### src/rtl/dmaster_bytes_to_packets.sv
// rtl/dmaster_bytes_to_packets.sv - escaped byte stream to Avalon-ST packet beat decoder
//
// Purpose: strips SOP/EOP/CHANNEL/ESCAPE framing codes from the host byte
// stream and emits 8-bit data beats with packet flags and channel.
//
// Optional feature macro: DMASTER_B2P_CHANNEL_EN
//   defined     - the byte after 0x7C loads the channel register; beats carry it.
//   not defined - the byte after 0x7C is consumed and discarded; out_channel is 0.
//
// Ports:
//   clk, reset_n        clock, asynchronous active-low reset
//   in_valid/in_ready   byte input handshake, in_data is the encoded byte
//   out_valid/out_ready beat output handshake
//   out_data            decoded data byte
//   out_startofpacket   first beat of a packet
//   out_endofpacket     last beat of a packet
//   out_channel         channel of the current beat (CHANNEL_WIDTH bits)

module dmaster_bytes_to_packets #(
  parameter int CHANNEL_WIDTH = 8
) (
  input  logic                     clk,
  input  logic                     reset_n,
  output logic                     in_ready,
  input  logic                     in_valid,
  input  logic [7:0]               in_data,
  input  logic                     out_ready,
  output logic                     out_valid,
  output logic [7:0]               out_data,
  output logic                     out_startofpacket,
  output logic                     out_endofpacket,
  output logic [CHANNEL_WIDTH-1:0] out_channel
);

  localparam logic [7:0] CODE_SOP  = 8'h7A;
  localparam logic [7:0] CODE_EOP  = 8'h7B;
  localparam logic [7:0] CODE_CHAN = 8'h7C;
  localparam logic [7:0] CODE_ESC  = 8'h7D;

  logic       esc;
  logic       chan_pend;
  logic       sop_pend;
  logic       eop_pend;

  logic       accept;
  logic       is_code;
  logic       is_data;
  logic       emit_beat;
  logic [7:0] value;

  // The output register is free when empty or being drained this cycle, so a
  // new byte can be taken in the same cycle the old beat leaves (no bubble).
  assign in_ready  = reset_n & (~out_valid | out_ready);
  assign accept    = in_valid & in_ready;

  // An escaped byte is never a code, whatever its value.
  assign value     = esc ? (in_data ^ 8'h20) : in_data;
  assign is_code   = ~esc & ((in_data == CODE_SOP)  | (in_data == CODE_EOP) |
                             (in_data == CODE_CHAN) | (in_data == CODE_ESC));
  assign is_data   = accept & ~is_code;
  // A data byte following a CHANNEL code is the channel number, not a beat.
  assign emit_beat = is_data & ~chan_pend;

  always_ff @(posedge clk or negedge reset_n) begin
    if (!reset_n) begin
      esc       <= 1'b0;
      chan_pend <= 1'b0;
      sop_pend  <= 1'b0;
      eop_pend  <= 1'b0;
    end else if (accept) begin
      if (is_code) begin
        case (in_data)
          // Framing codes abandon an unfinished channel selection.
          CODE_SOP: begin
            sop_pend  <= 1'b1;
            chan_pend <= 1'b0;
          end
          CODE_EOP: begin
            eop_pend  <= 1'b1;
            chan_pend <= 1'b0;
          end
          CODE_CHAN: chan_pend <= 1'b1;
          // chan_pend is kept so an escaped channel value still lands there.
          CODE_ESC:  esc <= 1'b1;
          default:   ;
        endcase
      end else begin
        esc <= 1'b0;
        if (chan_pend) begin
          chan_pend <= 1'b0;
        end else begin
          sop_pend <= 1'b0;
          eop_pend <= 1'b0;
        end
      end
    end
  end

  always_ff @(posedge clk or negedge reset_n) begin
    if (!reset_n) begin
      out_valid         <= 1'b0;
      out_data          <= 8'h00;
      out_startofpacket <= 1'b0;
      out_endofpacket   <= 1'b0;
    end else if (emit_beat) begin
      out_valid         <= 1'b1;
      out_data          <= value;
      out_startofpacket <= sop_pend;
      out_endofpacket   <= eop_pend;
    end else if (out_ready) begin
      out_valid         <= 1'b0;
    end
  end

`ifdef DMASTER_B2P_CHANNEL_EN
  logic [CHANNEL_WIDTH-1:0] chan_reg;

  always_ff @(posedge clk or negedge reset_n) begin
    if (!reset_n) begin
      chan_reg <= '0;
    end else if (is_data && chan_pend) begin
      chan_reg <= value[CHANNEL_WIDTH-1:0];
    end
  end

  // Sampled only when a beat is launched, so a channel change never alters a
  // beat already waiting on the output.
  always_ff @(posedge clk or negedge reset_n) begin
    if (!reset_n) begin
      out_channel <= '0;
    end else if (emit_beat) begin
      out_channel <= chan_reg;
    end
  end
`else
  assign out_channel = '0;
`endif

endmodule

### config.mk
export PLATFORM = sky130hd
export DESIGN_NAME = dmaster_bytes_to_packets
export DESIGN_NICKNAME = d
export VERILOG_FILES = /design/src/rtl/dmaster_bytes_to_packets.sv
export SDC_FILE = /design/constraint.sdc
export NUM_CORES = 1
export LEC_CHECK = 0
export ABC_CLOCK_PERIOD_IN_PS = 3600
export CAP_MARGIN = 20
export CORE_AREA = 4 4 50 47
export CTS_CLUSTER_SIZE = 24
export DETAILED_ROUTE_END_ITERATION = 7
export DIE_AREA = 0 0 54 51
export PLACE_DENSITY = 0.79
export SLEW_MARGIN = 20
export SYNTH_ARGS = -nofsm -noshare
export SYNTH_HDL_FRONTEND = slang
export SYNTH_SLANG_ARGS = --single-unit
### constraint.sdc
create_clock -name clk -period 3.6 [get_ports clk]
set_clock_uncertainty 0.15 [all_clocks]
set_input_delay 0.72 -clock clk [delete_from_list [all_inputs] [get_ports clk]]
set_output_delay 0.72 -clock clk [all_outputs]
set_load 0.005 [all_outputs]
==> flow_metrics.tcl, run 1 <==
set metrics [dict create \
    drive_above_1_share 0.147 \
    wl_met2_microns 782 \
    hold_violations 0 \
    avgSynthCellArea_sq_um 11.2 \
    synth_largest_area_cell "dfrtp_1" \
    htree_levels 1 \
    crit_arrival_ps 2050 \
    whs_path_depth 1 \
    wl_met1_microns 695 \
    setup_viol 0 \
    ir_drop_mv 0.155 \
    ys_seq_area_frac 0.488 \
    worst-path-max-fanout 5 \
    numPortBuffers 23 \
    first_pass_iters 4 \
    synth_cell_types 30 \
    worstSkewPairLatency_ps 290 \
    wl_per_cell_microns 13.3 \
    gp_congestion 0.776 \
    postCtsHoldBufs 0 \
    cts_buffers 3 \
    finish.instance_area_sq_um 1020 \
    min-delay-start "sop_pend" \
    overflow 0 \
    ys_top_cells_by_area "dfrtp_1 49%, buf_4 7.8%, mux2_4 5.9%" \
    rrSetupSlack_ps 1880 \
    ys_warn_count 0 \
    hp-class "flip-flop to flip-flop" \
    vias 583 \
    die_area_sq_um 2750 \
    top_layer "met4" \
    start_util 0.414 \
    avgViaCountPerCell 4.86 \
    internal-power_uw 319 \
    r2r-end "out_startofpacket" \
    cts_tree "yes" \
    numClockSinks 15 \
    grt_max_degree 18 \
    core_sq_um 1860 \
    min_to "sop_pend" \
    ctsResizeCount 0 \
    crit_start "out_ready" \
    drc_errors 0 \
    p_comb_frac 0.294 \
    met3RoutedLength_microns 85 \
    cts_max_path_buffers 2 \
    finalMaxSlewViolations 0 \
    rsz0062_at_grt "false" \
    grt_usage 0.132 \
    finalPower_uw 438 \
    cp.required_ps 2730 \
    synth_top_cell_area_share 0.488 \
    die_h_microns 51 \
    outcome "finished, final reports clean" \
    fmax_mhz 343 \
    p_seq_frac 0.480 \
    fin_tns_setup_ps 0 \
    syn_area_sq_um 769 \
    clockRootBuffer "clkbuf_4" \
    fin_crit_sh 0.810 \
    synth_seq_cells 15 \
    grt_pass1_vias 585 \
    ant_nets 0 \
    ios 32 \
    layout_min_cycle_time_ps 2920 \
    fin_util 0.549 \
    reg2reg_depth 4 \
    r2r-start "out_valid" \
    syn_to_final_growth_pct 32.7 \
    routed_wl_microns 1590 \
    whs_ps 345 \
    synthesis.instances 69 \
    antenna_cells 0 \
    fin_nets 108 \
    p_sw_uw 119 \
    grt_pass1_wl_microns 2650 \
    p_per_area_nw_per_um2 429 \
    crit_path_start_kind "input pin" \
    antenna_found_initial 0 \
    placed_area_sq_um 993 \
    dp_hpwl_microns 1220 \
    drt_first_iter_violations 3 \
    clock_power_share 0.226 \
    clk_pin_slew_worst_paths_ps 80 \
    fp-row-count 15 \
    netSwitchingFraction 0.271 \
    cp-end-kind "output pin" \
    cap_violations 0 \
    cts_setup_buffers 0 \
    p_leak_uw 0.000459 \
    die_x_microns 54 \
    path_class "input pin to output pin" \
]
[synthesized netlist by cell type (all sizes together)]
| cell type | number |
|---|---|
| a21oi | 2 |
| a22o | 1 |
| a22oi | 1 |
| and2 | 1 |
| and3 | 1 |
| buf | 9 |
| conb | 1 |
| dfrtp | 15 |
| inv | 3 |
| mux2 | 4 |
| nand2 | 4 |
| nand2b | 1 |
| nand3 | 1 |
| nand4 | 1 |
| nand4b | 2 |
| nor2 | 2 |
| nor3 | 2 |
| nor4 | 3 |
| o21a | 3 |
| o21ai | 4 |
| o21bai | 1 |
| o22a | 1 |
| o31ai | 1 |
| or2 | 1 |
| or2b | 1 |
| or4 | 1 |
| xnor2 | 2 |
[cell usage in the layout (no fill, tap or decap), types with 2 or more instances in the layout]
cell type and n:
nand4b_2 2, dfrtp_1 15, clkdlybuf4s50_1 23, conb_1 8, xnor2_1 2, nor4_1 3, o21a_1 3, o21ai_0 4
clkbuf_4 3, mux2_4 3, a21oi_1 2, inv_1 3, nand2_1 4, nor2_1 2
[sequential cells by signal, summed over array words and instances, names as in the netlist]
register and cells:
out_endofpacket 1, eop_pend 1, chan_pend 1, out_startofpacket 1
sop_pend 1, out_valid 1, esc 1, out_data 8
[power groups by stage]
stage	Combinational [uW]	Clock, uW	Sequential (uW)
2_1_floorplan	53.8	0	215
3_3_place_gp	127	0	213
3_5_place_dp	130	0	214
4_1_cts	130	102	211
5_1_grt	142	110	214
6_report	129	98.9	211
[stage by stage]
stage	std cells	setup WS, ps
after floorplan	76	1530
after global placement	116	688
after detailed placement	116	680
after CTS	120	676
after global routing	120	633
final	120	684
[worst max-delay path, stage by stage]
cell             delay (ps)
clkdlybuf4s50_1         390
or2b_2                  330
and2_1                  170
clkdlybuf4s50_1         440
[routing by layer]
metal / up-vias / GRT usage
met4: 0 / 0.0747
met1: 276 / 0.155
li1: 284 / -
met5: - / 0
met2: 19 / 0.220
met3: 4 / 0.0262
[area by class of cell]
cell class              count  area (sq um)
well taps                  25          31.3
clock inverters             1          5.00
inverters                   3          11.3
fillers                   169           837
clock buffers               3          22.5
repair buffers             24           238
multi-input cells          49           338
flip-flops and latches     15           375
[cells by family (layout without fill, tap and decap cells)]
group / after synthesis / in the layout / share of synthesized area
AOI/OAI and AO/OA: 14 / 14 / 0.120
xor gates and xnor gates: 2 / 2 / 0.0228
muxes: 4 / 4 / 0.0732
and+or+nand+nor: 21 / 21 / 0.184
buffers and inverters: 12 / 31 / 0.107
other: 1 / 8 / 0.00487
DFF: 15 / 15 / 0.488
[worst max-delay path by stage]
stage | to | slack [ps] | depth (start not counted)
after floorplan | in_ready | 1530 | 2
after global placement | in_ready | 690 | 4
after detailed placement | in_ready | 680 | 4
after CTS | in_ready | 680 | 4
after global routing | in_ready | 630 | 4
final | in_ready | 680 | 4
Power figures use the tool's default switching activity.
==> inputs of run 2 (changes only) <==
Settings changed: ABC_CLOCK_PERIOD_IN_PS 3600 to 2600, CORE_AREA 4 4 50 47 to 4 4 54 51, DIE_AREA 0 0 54 51 to 0 0 58 55, PLACE_DENSITY 0.79 to 0.7.
Clock period 3.6 ns to 2.6 ns, I/O delays scaled along.
==> run 2 against run 1 <==
Highest routed layer unchanged. Cell count increased by 3.3%. Non-clock buffer count increased by 2. Global-route usage decreased by 1.7 points. Largest power group unchanged. Design area increased by 1.7%. Wire length increased by 8.7%. Largest cell class unchanged. Utilization decreased by 6.9 points. Register-to-register slack got worse by 1000 ps. Via count increased by 6.9%.
==> flow_metrics.tcl, run 2 (synthesized netlist as in run 1, its figures left out) <==
set metrics [dict create \
    r2r-end "out_data[4]" \
    ir_drop_mv 0.295 \
    syn_to_final_growth_pct 35.0 \
    crit_arrival_ps 1810 \
    rrSetupSlack_ps 870 \
    core_sq_um 2160 \
    overflow 0 \
    p_leak_uw 0.000468 \
    layout_min_cycle_time_ps 2480 \
    clk_pin_slew_worst_paths_ps 90 \
    wl_per_cell_microns 14.0 \
    worst-path-max-fanout 7 \
    outcome "finished, final reports clean" \
    grt_pass1_vias 625 \
    cts_setup_buffers 0 \
    hp-class "input pin to async pin" \
    htree_levels 1 \
    first_pass_iters 4 \
    cp.required_ps 1930 \
    postCtsHoldBufs 0 \
    largest-register "out_data" \
    path_class "input pin to output pin" \
    hold_violations 0 \
    antenna_found_initial 0 \
    p_per_area_nw_per_um2 588 \
    fin_tns_setup_ps 0 \
    drt_first_iter_violations 16 \
    die_area_sq_um 3190 \
    crit_path_start_kind "input pin" \
    rsz0062_at_grt "false" \
    avgViaCountPerCell 5.02 \
    drc_errors 0 \
    drive_above_1_share 0.165 \
    cts_buffers 3 \
    numClockSinks 15 \
    ant_nets 0 \
    numPortBuffers 23 \
    cp-end-kind "output pin" \
    die_h_microns 55 \
    mostFrequentLayoutCell "clkdlybuf4s50_1" \
    mostFrequentLayoutCells "23 x clkdlybuf4s50_1, 15 x dfrtp_1, 8 x conb_1" \
    setup_viol 0 \
    cts_tree "yes" \
    whs_ps 315 \
    gp_congestion 0.780 \
    antenna_cells 0 \
    worstSkewPairLatency_ps 290 \
    ios 32 \
    reg2reg_depth 4 \
    finalMaxSlewViolations 0 \
    finish.instance_area_sq_um 1040 \
    fin_crit_sh 0.955 \
    dp_hpwl_microns 1290 \
    die_x_microns 58 \
    start_util 0.356 \
    cts_max_path_buffers 2 \
    vias 623 \
    fp-row-count 16 \
    grt_max_degree 14 \
    routed_wl_microns 1730 \
    fmax_mhz 403 \
    largest_reg_flops 8 \
    clockRootBuffer "clkbuf_4" \
    fin_nets 110 \
    r2r-start "esc" \
    ctsResizeCount 0 \
    cap_violations 0 \
    grt_pass1_wl_microns 2760 \
    placed_area_sq_um 1010 \
    grt_usage 0.115 \
]
## run 2: cell count changes in the layout (fill, tap and decap cells not counted), sizes merged
cell / delta
buf: +2
## run 2: worst max path at each step
stage          startpoint     endpoint  slack (ps)  cells after the start
4_1_cts           reset_n     in_ready         100                      3
5_1_grt           reset_n     in_ready          70                      3
3_3_place_gp      reset_n     in_ready          90                      3
6_report          reset_n     in_ready         120                      3
2_1_floorplan  in_data[7]  out_data[1]         790                      5
3_5_place_dp      reset_n     in_ready         110                      3
## run 2: final cells by class
cell class,instances,area [sq um]
fillers,215,1120
multi-input cells,49,338
inverters,3,11.3
clock inverters,1,5.00
clock buffers,3,22.5
flip-flops and latches,15,375
repair buffers,26,253
well taps,27,33.8
## run 2: through the flow
stage | setup WS (ps) | total power, uW | std cells | utilization
2_1_floorplan | 790 | 372 | 76 | -
3_3_place_gp | 92.8 | 476 | 120 | 0.468
3_5_place_dp | 109 | 480 | 120 | 0.468
4_1_cts | 103 | 619 | 124 | 0.480
5_1_grt | 66.9 | 652 | 124 | 0.480
6_report | 116 | 610 | 124 | 0.480
## run 2: layer usage
metal | GRT usage | share of wire
met1 | 0.137 | 0.41
met2 | 0.201 | 0.50
met3 | 0.0371 | 0.079
met4 | 0.0347 | 0.014
met5 | 0 | 0
## run 2: worst max-delay path, stage by stage
cell and delay [ps]:
clkdlybuf4s50_1 620, and2_1 170, clkdlybuf4s50_1 490
## run 2: power breakdown
group	switching, uW	internal, uW
registers	21.5	271
logic	64.9	117
clock network	78.6	57.2
